File: config.mk
export PLATFORM = sky130hd
export DESIGN_NAME = pasta_keystream_sched
export DESIGN_NICKNAME = d
export VERILOG_FILES = /design/src/rtl/pasta_keystream_sched.sv
export SDC_FILE = /design/constraint.sdc
export NUM_CORES = 2
export LEC_CHECK = 0
export ABC_AREA = 1
export ABC_CLOCK_PERIOD_IN_PS = 2750
export BUFFER_PORTS_ARGS = -buffer_cell sky130_fd_sc_hd__buf_4
export CAP_MARGIN = 20
export CORE_MARGIN = 2
export CORE_UTILIZATION = 25
export DETAILED_ROUTE_END_ITERATION = 16
export HOLD_SLACK_MARGIN = 0.12
export PLACE_DENSITY_LB_ADDON = 0.2
export SETUP_SLACK_MARGIN = 0.4
export SYNTH_ARGS = -nofsm -noshare
export SYNTH_HDL_FRONTEND = slang
export SYNTH_SLANG_ARGS = --single-unit
export TNS_END_PERCENT = 30
File: constraint.sdc
create_clock -name Clk_CI -period 2.75 [get_ports Clk_CI]
set_input_delay 0 -clock Clk_CI [delete_from_list [all_inputs] [get_ports Clk_CI]]
set_output_delay 0 -clock Clk_CI [all_outputs]
set_load 0.1 [all_outputs]
File: src/rtl/pasta_keystream_sched.sv
// pasta_keystream_sched: launches PASTA cipher blocks for a keystream job (counter = Ctr0 + i)
//   and serialises each returned block into BITLEN-bit words through a two-slot ping-pong buffer.
// Latency: launch the cycle after an accepted Start_SI; first word valid the cycle after Cph_Finish_SI.
// Backpressure: Ks_Ready_SI low stalls draining; with both slots full, launches wait in HOLD.
// Ports:
//   Clk_CI, Rst_RBI                 clock, async active-low reset
//   Start_SI, Abort_SI              job request / cancel
//   Nonce_DI, Ctr0_DI, NumBlocks_DI job fields, latched on accepted Start_SI
//   Cph_*                           launch/finish interface to the cipher wrapper
//   Ks_Valid_SO/Ks_Ready_SI         keystream word handshake (Ks_Data_DO, Ks_Last_SO)
//   Busy_SO, Done_SO, BlocksDone_DO job status
module pasta_keystream_sched #(
  parameter int PASTA_S = 32,
  parameter int BITLEN  = 17,
  parameter int NB_W    = 16
) (
  input  logic                      Clk_CI,
  input  logic                      Rst_RBI,
  input  logic                      Start_SI,
  input  logic                      Abort_SI,
  input  logic [63:0]               Nonce_DI,
  input  logic [63:0]               Ctr0_DI,
  input  logic [NB_W-1:0]           NumBlocks_DI,
  output logic [63:0]               Cph_Nonce_DO,
  output logic [63:0]               Cph_BlockCounter_DO,
  output logic                      Cph_InDataValid_SO,
  input  logic                      Cph_Busy_SI,
  input  logic                      Cph_Finish_SI,
  input  logic [PASTA_S*BITLEN-1:0] Cph_Key_DI,
  output logic                      Ks_Valid_SO,
  input  logic                      Ks_Ready_SI,
  output logic [BITLEN-1:0]         Ks_Data_DO,
  output logic                      Ks_Last_SO,
  output logic                      Busy_SO,
  output logic                      Done_SO,
  output logic [NB_W-1:0]           BlocksDone_DO
);

  localparam int WIDX_W = (PASTA_S > 1) ? $clog2(PASTA_S) : 1;

  typedef enum logic [2:0] {
    ST_IDLE,
    ST_ISSUE,
    ST_RUN,
    ST_HOLD,
    ST_FLUSH,
    ST_ABORT
  } state_e;

  // Word 0 of a block sits in bits [BITLEN-1:0], so the packed view indexes words directly.
  typedef logic [PASTA_S-1:0][BITLEN-1:0] blk_t;

  state_e            state_q, state_d;
  logic [63:0]       nonce_q;
  logic [63:0]       ctr_q;          // counter of the block currently being (or next to be) launched
  logic [NB_W-1:0]   num_blocks_q;
  logic [NB_W-1:0]   cap_cnt_q;      // blocks captured from the cipher so far
  logic [NB_W-1:0]   blocks_done_q;  // blocks fully drained so far
  blk_t              slot_q [2];
  logic [1:0]        slot_full_q;
  logic              wr_ptr_q;       // slot the next cipher result lands in
  logic              rd_ptr_q;       // slot being drained
  logic [WIDX_W-1:0] word_idx_q;
  logic              done_q, done_d;

  logic              start_acc;
  logic              abort_acc;
  logic              capture;
  logic              ks_hs;
  logic              last_word;
  logic              free_evt;
  logic              job_last;
  logic [NB_W:0]     cap_next;
  logic              more_blocks;
  logic              avail_other;
  logic              avail_wr;
  logic              in_flight;

  assign start_acc = (state_q == ST_IDLE) && Start_SI;
  assign abort_acc = Abort_SI && (state_q != ST_IDLE);
  // Only RUN owns a cipher result; a finish pulse anywhere else (incl. ABORT) is dropped.
  assign capture   = (state_q == ST_RUN) && Cph_Finish_SI && !Abort_SI;

  assign Ks_Valid_SO = slot_full_q[rd_ptr_q];
  assign Ks_Data_DO  = slot_q[rd_ptr_q][word_idx_q];
  assign last_word   = (word_idx_q == WIDX_W'(PASTA_S - 1));
  assign Ks_Last_SO  = Ks_Valid_SO && last_word && (blocks_done_q == num_blocks_q - NB_W'(1));

  // An abort in the same cycle as a handshake wins: the word is not counted as delivered.
  assign ks_hs    = Ks_Valid_SO && Ks_Ready_SI && !abort_acc;
  assign free_evt = ks_hs && last_word;
  assign job_last = ks_hs && Ks_Last_SO;

  assign cap_next    = {1'b0, cap_cnt_q} + {{NB_W{1'b0}}, 1'b1};
  assign more_blocks = cap_next < {1'b0, num_blocks_q};

  // A slot counts as available if it is empty or is being freed this very cycle.
  assign avail_other = !slot_full_q[!wr_ptr_q] || (free_evt && (rd_ptr_q != wr_ptr_q));
  assign avail_wr    = !slot_full_q[wr_ptr_q]  || (free_evt && (rd_ptr_q == wr_ptr_q));

  // A block is outstanding at the cipher if it was launched and its finish is not in this cycle.
  assign in_flight = ((state_q == ST_RUN)   && !Cph_Finish_SI) ||
                     ((state_q == ST_ISSUE) && !Cph_Busy_SI)   ||
                     ((state_q == ST_ABORT) && !Cph_Finish_SI);

  assign Cph_InDataValid_SO  = (state_q == ST_ISSUE) && !Cph_Busy_SI;
  assign Cph_Nonce_DO        = nonce_q;
  assign Cph_BlockCounter_DO = ctr_q;
  assign Busy_SO             = (state_q != ST_IDLE);
  assign Done_SO             = done_q;
  assign BlocksDone_DO       = blocks_done_q;

  always_ff @(posedge Clk_CI or negedge Rst_RBI) begin
    if (!Rst_RBI) begin
      state_q <= ST_IDLE;
      done_q  <= 1'b0;
    end else begin
      state_q <= state_d;
      done_q  <= done_d;
    end
  end

  always_comb begin
    state_d = state_q;
    done_d  = 1'b0;
    case (state_q)
      ST_IDLE: begin
        if (Start_SI) begin
          if (NumBlocks_DI == '0) done_d = 1'b1;
          else                    state_d = ST_ISSUE;
        end
      end
      ST_ISSUE: begin
        if (!Cph_Busy_SI) state_d = ST_RUN;
      end
      ST_RUN: begin
        if (Cph_Finish_SI) begin
          if (!more_blocks)     state_d = ST_FLUSH;
          else if (avail_other) state_d = ST_ISSUE;
          else                  state_d = ST_HOLD;
        end
      end
      ST_HOLD: begin
        if (avail_wr) state_d = ST_ISSUE;
      end
      ST_FLUSH: begin
        if (job_last) begin
          state_d = ST_IDLE;
          done_d  = 1'b1;
        end
      end
      ST_ABORT: begin
        if (Cph_Finish_SI) state_d = ST_IDLE;
      end
      default: state_d = ST_IDLE;
    endcase
    // Abort overrides everything; stay in ABORT only to swallow an outstanding cipher result.
    if (abort_acc) begin
      done_d  = 1'b0;
      state_d = in_flight ? ST_ABORT : ST_IDLE;
    end
  end

  always_ff @(posedge Clk_CI or negedge Rst_RBI) begin
    if (!Rst_RBI) begin
      nonce_q       <= '0;
      ctr_q         <= '0;
      num_blocks_q  <= '0;
      cap_cnt_q     <= '0;
      blocks_done_q <= '0;
      slot_full_q   <= '0;
      wr_ptr_q      <= 1'b0;
      rd_ptr_q      <= 1'b0;
      word_idx_q    <= '0;
      for (int i = 0; i < 2; i++) slot_q[i] <= '0;
    end else begin
      if (start_acc) begin
        nonce_q       <= Nonce_DI;
        ctr_q         <= Ctr0_DI;
        num_blocks_q  <= NumBlocks_DI;
        cap_cnt_q     <= '0;
        blocks_done_q <= '0;
        wr_ptr_q      <= 1'b0;
        rd_ptr_q      <= 1'b0;
        word_idx_q    <= '0;
      end
      if (capture) begin
        slot_q[wr_ptr_q]      <= blk_t'(Cph_Key_DI);
        slot_full_q[wr_ptr_q] <= 1'b1;
        wr_ptr_q              <= !wr_ptr_q;
        cap_cnt_q             <= cap_cnt_q + NB_W'(1);
        ctr_q                 <= ctr_q + 64'd1;  // wraps modulo 2^64
      end
      // capture and free never target the same slot: one is empty, the other full.
      if (ks_hs) begin
        if (last_word) begin
          word_idx_q            <= '0;
          slot_full_q[rd_ptr_q] <= 1'b0;
          rd_ptr_q              <= !rd_ptr_q;
          blocks_done_q         <= blocks_done_q + NB_W'(1);
        end else begin
          word_idx_q <= word_idx_q + WIDX_W'(1);
        end
      end
      // Invalidating the slots is enough to clear the buffer; stale data is never presented.
      if (abort_acc) begin
        slot_full_q <= '0;
        wr_ptr_q    <= 1'b0;
        rd_ptr_q    <= 1'b0;
        word_idx_q  <= '0;
      end
    end
  end

endmodule
=== After elaboration in Yosys (flattened, before gate mapping) ===
Index checks and enable logic that the tools add are counted.

* Add/subtract/negate cells: 6
* $lt $le $gt $ge: 10
* Equality and inequality tests: 16
* Multiplexer cells: 57
* Bitwise gates (word level): 5
* Reduce and logical (&&, ||, !) cells: 37

{| class="wikitable"
|+ Operators by type and width
! kind !! number
|-
| two-way mux 544 bit || 4
|-
| bitwise mux 1088 bit || 1
|-
| demux 544 bit (select 1 bit) || 1
|-
| two-way mux 64 bit || 2
|-
| binary-select mux 17 bit (select 5 bit) || 1
|-
| two-way mux 16 bit || 5
|-
| adder 64 x 1 -> 64 bit (second input constant) || 1
|-
| adder 16 x 1 -> 16 bit (second input constant) || 2
|-
| two-way mux 3 bit || 10
|-
| inequality test 3 bit (second input constant) || 7
|-
| two-way mux 5 bit || 4
|-
| two-way mux 1 bit || 19
|-
| logical AND 1 bit || 18
|-
| one-hot mux 3 bit (6 select lines) || 1
|-
| adder 16 x 1 -> 17 bit (second input constant) || 1
|-
| less-than comparator 17 x 16 -> 1 bit || 1
|-
| two-way mux 17 bit || 1
|-
| equality test 16 bit || 1
|-
| zero test 16 bit || 1
|-
| subtractor 16 x 1 -> 16 bit (second input constant) || 1
|-
| two-way mux 2 bit || 5
|-
| nonzero test 3 bit || 3
|-
| zero test 1 bit || 8
|-
| AND reduction 7 bit || 1
|-
| 21 further kinds || 32
|}

* Register bits after elaboration: 1277
* Bits of input ports: 695
* Output and inout port bits: 166
* Logic and storage cells: 206

=== Logic depth before layout (Yosys ltp) ===
* Depth after elaboration: 12
* Gate-level depth with buffers: 23
* Mapped depth without buffers: 23

=== Worst setup path after synthesis ===
No wires, ideal clock.

* Path kind: flip-flop to flip-flop
* Start: register rd_ptr_q
* End: register state_q[0]
* Setup time: 116 ps
* Arrival: 3133 ps
* Data required time: 2634 ps
* Setup slack: -500 ps
* Stages on the path, launching flop included: 14
* Buffers on the path: 1
* Period minus slack after synthesis: 3250 ps
* Path through: dfrtp_1 > buf_4 > o21ai_2 > nand2_1 > nor2_1 > nand3_1 > nor2_1 > nand3_1 > nor2_2 > nand2_2 > nand2_1 > nand2_1 > nand2_1 > nand2_1

* Elaborated cells between the ends (all ways): 14
* Classes of those cells: eq/ne (3); mux (2); reduce/logical (9)

{| class="wikitable"
|+ RTL lines
! what !! line !! text
|-
| start: declaration || 62 || <nowiki>logic rd_ptr_q;</nowiki>
|-
| start signal: assignment || 199 || <nowiki>rd_ptr_q <= !rd_ptr_q;</nowiki>
|-
| two-way mux 1 bit (implied by the code) (2 in a row) || 84 || <nowiki>assign Ks_Valid_SO = slot_full_q[rd_ptr_q];</nowiki>
|-
| net Ks_Valid_SO || 30 || <nowiki>output logic Ks_Valid_SO,</nowiki>
|-
| logical AND 1 bit (2 in a row) || 87 || <nowiki>assign Ks_Last_SO = Ks_Valid_SO && last_word && (blocks_done_q == num_blocks_q - NB_W'(1));</nowiki>
|-
| net Ks_Last_SO || 33 || <nowiki>output logic Ks_Last_SO,</nowiki>
|-
| logical AND 1 bit || 92 || <nowiki>assign job_last = ks_hs && Ks_Last_SO;</nowiki>
|-
| inequality test 3 bit (no line) || - ||
|-
| AND reduction 7 bit (no line) || - ||
|-
| end signal: assignment || 118 || <nowiki>state_q <= state_d;</nowiki>
|-
| end: declaration || 53 || <nowiki>state_e state_q, state_d;</nowiki>
|}

The timed path passes the listed nets, and every way through them passes these cells. The select of a mux whose other input is x is not followed.
A chain may end at the register's enable or synchronous reset.

=== Worst setup path in the final report ===
* Start: register rd_ptr_q
* End: output port Ks_Data_DO[13]

* Cells in the longest elaborated chain, start to end: 6

{| class="wikitable"
|+ RTL lines
! what !! line !! text
|-
| NOT 1 -> 2 bit (implied by the code) || 85 || <nowiki>assign Ks_Data_DO = slot_q[rd_ptr_q][word_idx_q];</nowiki>
|-
| two-way mux 544 bit (implied by the code) (3 in a row) || 85 ||
|-
| binary-select mux 17 bit (select 5 bit) || 85 ||
|-
| two-way mux 17 bit (implied by the code) || 85 ||
|-
| end: declaration || 32 || <nowiki>output logic [BITLEN-1:0] Ks_Data_DO,</nowiki>
|}

No other way between the ends. The select of a mux whose other input is x is not followed.

==> flow_metrics.env <==
export IMPL_p_sw_mw=38.4
export IMPL_grt_pass1_wl_um=430000
export IMPL_finalHoldViolCount=0
export IMPL_ir_drop_v=0.000608
export IMPL_min_path_cells=4
export IMPL_max_freq_mhz=295
export IMPL_cts_buffer_depth=3
export IMPL_layout_commonest_cell="nand2_1"
export IMPL_area_growth_pct=59.5
export IMPL_overflow=0
export IMPL_fin_setup_tns_ns=-8.58
export IMPL_tightest_slew_ns=0.663
export IMPL_grt_setup_unrepaired="yes"
export IMPL_violations="setup timing"
export IMPL_setup_viol=20
export IMPL_fin_crit_sh_pct=123
export IMPL_worst_setup_path_type="flop to output pin"
export IMPL_final_nets=10700
export IMPL_final_seq_area_sq_mm=0.0320
export IMPL_p_total_mw=90.0
export IMPL_p_leak_nw=45.6
export IMPL_crit_arrival_ns=3.39
export IMPL_nFillCells=23800
export IMPL_yosys_area_share_simple_pct=18.9
export IMPL_finalMaxSlewViolations=0
export IMPL_grt_max_degree=122
export IMPL_drc_errors=0
export IMPL_rows=180
export IMPL_place_gp_congestion=0.882
export IMPL_clock_latency_ns=0.85
export IMPL_fin_worst_skew_ns=0.0614
export IMPL_setup_slack_ns=-0.637
export IMPL_synth_compound_area_share_pct=19.1
export IMPL_crit_fanout=19
export IMPL_rrSetupSlack_ns=0
export IMPL_drive_gt1_share_pct=18.7
export IMPL_netlist_instances=7542
export IMPL_grt_usage_pct=23.5
export IMPL_cp_required_ns=2.75
export IMPL_die_area_sq_mm=0.245
export IMPL_netlist_area_leader_share_pct=52.9
export IMPL_synth_edff_count=0
export IMPL_cts_buffers_inserted=159
export IMPL_switching_share_pct=42.6
export IMPL_clk_pin_slew_ns=0.06
export IMPL_cts_max_level=4
export IMPL_hold_path_class="primary input to flop"
export IMPL_async_reset_ff_share_pct=100
export IMPL_first_pass_iters=6
export IMPL_synth_xor_area_share_pct=0.638
export IMPL_hpwl_um=203000
export IMPL_ys_flop_type="dfrtp_1"
export IMPL_core_sq_mm=0.240
export IMPL_antenna_found_initial=25
export IMPL_mostFrequentLayoutCells="1,745 x nand2_1, 1,469 x dlygate4sd3_1, 1,304 x o21ai_0, 1,238 x dfrtp_1, 1,074 x buf_4"
export IMPL_start_util_pct=25.1
export IMPL_synth_area_leaders="dfrtp_1 53%, o21ai_0 11%, nand2_1 11%"
export IMPL_power_frac_clock_pct=24.9
export IMPL_relSlewSlack_pct=55.8
export IMPL_worst_setup_path_end_kind="output pin"
export IMPL_dp_slack_ns=-0.140
export IMPL_muxShareOfSynthArea_pct=0.0166
export IMPL_syn_area_sq_mm=0.0604
export IMPL_synth_distinct_cells=53
export IMPL_syn_mean_instance_area_sq_um=8.01
export IMPL_clock_sinks=1277
export IMPL_multi_input_area_sq_mm=0.0250
export IMPL_cts_root_buffer_cell="clkbuf_16"
export IMPL_viasPerCell=4.82
export IMPL_routed_wl_um=301000
export IMPL_synth_warnings=0
export IMPL_synth_top_family_by_area="compound AO/OA/AOI/OAI gates"
export IMPL_period_minus_slack_ns=3.39
export IMPL_worst_setup_path_start_kind="flop"
export IMPL_powerDensity_mw_per_mm2=935
export IMPL_drt_iter0_markers=5097
export IMPL_ioPinCount=861
export IMPL_ant_nets=0
export IMPL_synthAdderAreaFrac_pct=0.435
export IMPL_ys_ff_latch=1277
export IMPL_synth_top_cell_by_area="dfrtp_1"
export IMPL_status="complete, but fails checks"
export IMPL_cap_violations=0
export IMPL_first_global_vias=64300
export IMPL_p_int_mw=51.7
export IMPL_dr_total_vias=63900
export IMPL_finalNonFillerCells=13300
export IMPL_yosysSeqAreaShare_pct=52.9
export IMPL_wl_per_cell_um=22.7
export IMPL_place_inst=11400
export IMPL_die_w_um=495
export IMPL_io_buffers=860
export IMPL_p_comb_share_pct=40.9
export IMPL_die_height_um=495
export IMPL_sequentialPowerShare_pct=34.2
export IMPL_synth_nets=8258
export IMPL_rr_worst_depth=22
export IMPL_cts_tree="built"
final cells by class:
| class | instances | area share [%] |
|---|---|---|
| tap | 3185 | 4.14 |
| timing repair inverter | 1 | 0.00909 |
| clock buffer | 237 | 4.84 |
| timing repair buffer | 2751 | 27.9 |
| multi-input combinational | 5031 | 26.0 |
| inverter | 718 | 2.85 |
| clock inverter | 53 | 0.987 |
| sequential | 1277 | 33.2 |
| antenna | 16 | 0.0416 |
logic make-up (layout without fill, tap and decap cells):
logic type | Yosys count | after routing
DFF | 1277 | 1277
adders and majority gates | 21 | 21
muxes | 1 | 1
xor gates and xnor gates | 44 | 44
AOI/OAI and AO/OA | 2134 | 2134
buffers and inverters | 1234 | 3760
and+or+nand+nor | 2831 | 2831
other | 0 | 16
critical path, stage by stage, from the launching register on:
cell and delay [ns]:
dfrtp_4 0.56, buf_12 0.18, buf_16 0.16, o21ai_2 0.12
o22ai_1 0.09, buf_4 0.15, o211ai_1 0.36, buf_4 0.23
nand4_1 0.20, nand3_2 0.23, nand2_4 0.09, buf_12 0.17
timing repair:
action / in CTS / in global routing
endpoints found under the hold margin: 2554 / 0
hold buffers: 1471 / 0
setup buffers: 32 / 27
endpoints found under the setup margin: 548 / 752
resized for setup: 307 / 207
pin swaps: 86 / 105
cloned: 19 / 13
routing by layer:
layer / track usage (%) / up-vias / wire length, um
met3: 3.78 / 492 / 17300
met4: 9.54 / 18 / 13800
met2: 40.4 / 2325 / 146000
met5: 0 / - / 108
li1: - / 29700 / -
met1: 29.3 / 31400 / 123000
cells in the mapped netlist, types with 8 or more instances:
library cell	n
nand2_1	1780
o21ai_0	1368
dfrtp_1	1277
inv_1	707
nor2_1	690
clkbuf_1	369
o21ai_1	353
o22ai_1	185
nand3_1	159
buf_2	123
nand4_1	105
o221ai_1	103
o211ai_1	60
nor3_1	43
a21oi_1	41
xor2_1	35
ha_1	21
buf_1	15
xnor2_1	9
nor4_1	8
sequential cells by signal, indices dropped and copies added (netlist names):
name / cells
wr_ptr_q: 1
Cph_Nonce_DO: 64
BlocksDone_DO: 16
state_q: 3
slot_q: 1088
num_blocks_q: 16
Cph_BlockCounter_DO: 64
rd_ptr_q: 1
Done_SO: 1
word_idx_q: 5
cap_cnt_q: 16
slot_full_q: 2
stage by stage:
stage | hold slack, ns | utilization [%] | cell area [sq um]
2_1_floorplan | -0.296 | - | 60500
3_3_place_gp | -0.0383 | 30.2 | 72500
3_5_place_dp | -0.0444 | 30.2 | 72500
4_1_cts | 0.130 | 39.6 | 95100
5_1_grt | 0.176 | 40.1 | 96300
6_report | 0.186 | 40.1 | 96300
power by group through the flow:
stage          Sequential (mW)  Combinational, mW  Clock (mW)
4_1_cts                   30.6               36.5        22.9
5_1_grt                   31.6               39.5        23.6
3_3_place_gp              30.7               33.1           0
2_1_floorplan             35.8               13.7           0
6_report                  30.8               36.8        22.4
3_5_place_dp              30.8               33.5           0
worst paths after layout:
path                                              start                      endpoint
setup / recovery                     rd_ptr_q$_DFF_PN0_                Ks_Data_DO[13]
hold / removal                          Cph_Key_DI[207]       slot_q[207]$_DFFE_PN0P_
setup reg to reg               cap_cnt_q[0]$_DFFE_PN0P_        state_q[0]$_DFFE_PN0P_
hold reg to reg            Cph_Nonce_DO[32]$_DFFE_PN0P_  Cph_Nonce_DO[32]$_DFFE_PN0P_
max in group asynchronous                       Rst_RBI       slot_q[751]$_DFFE_PN0P_
min in group asynchronous                       Rst_RBI      slot_q[1075]$_DFFE_PN0P_
Note: power is estimated with default switching activity, not from simulation.
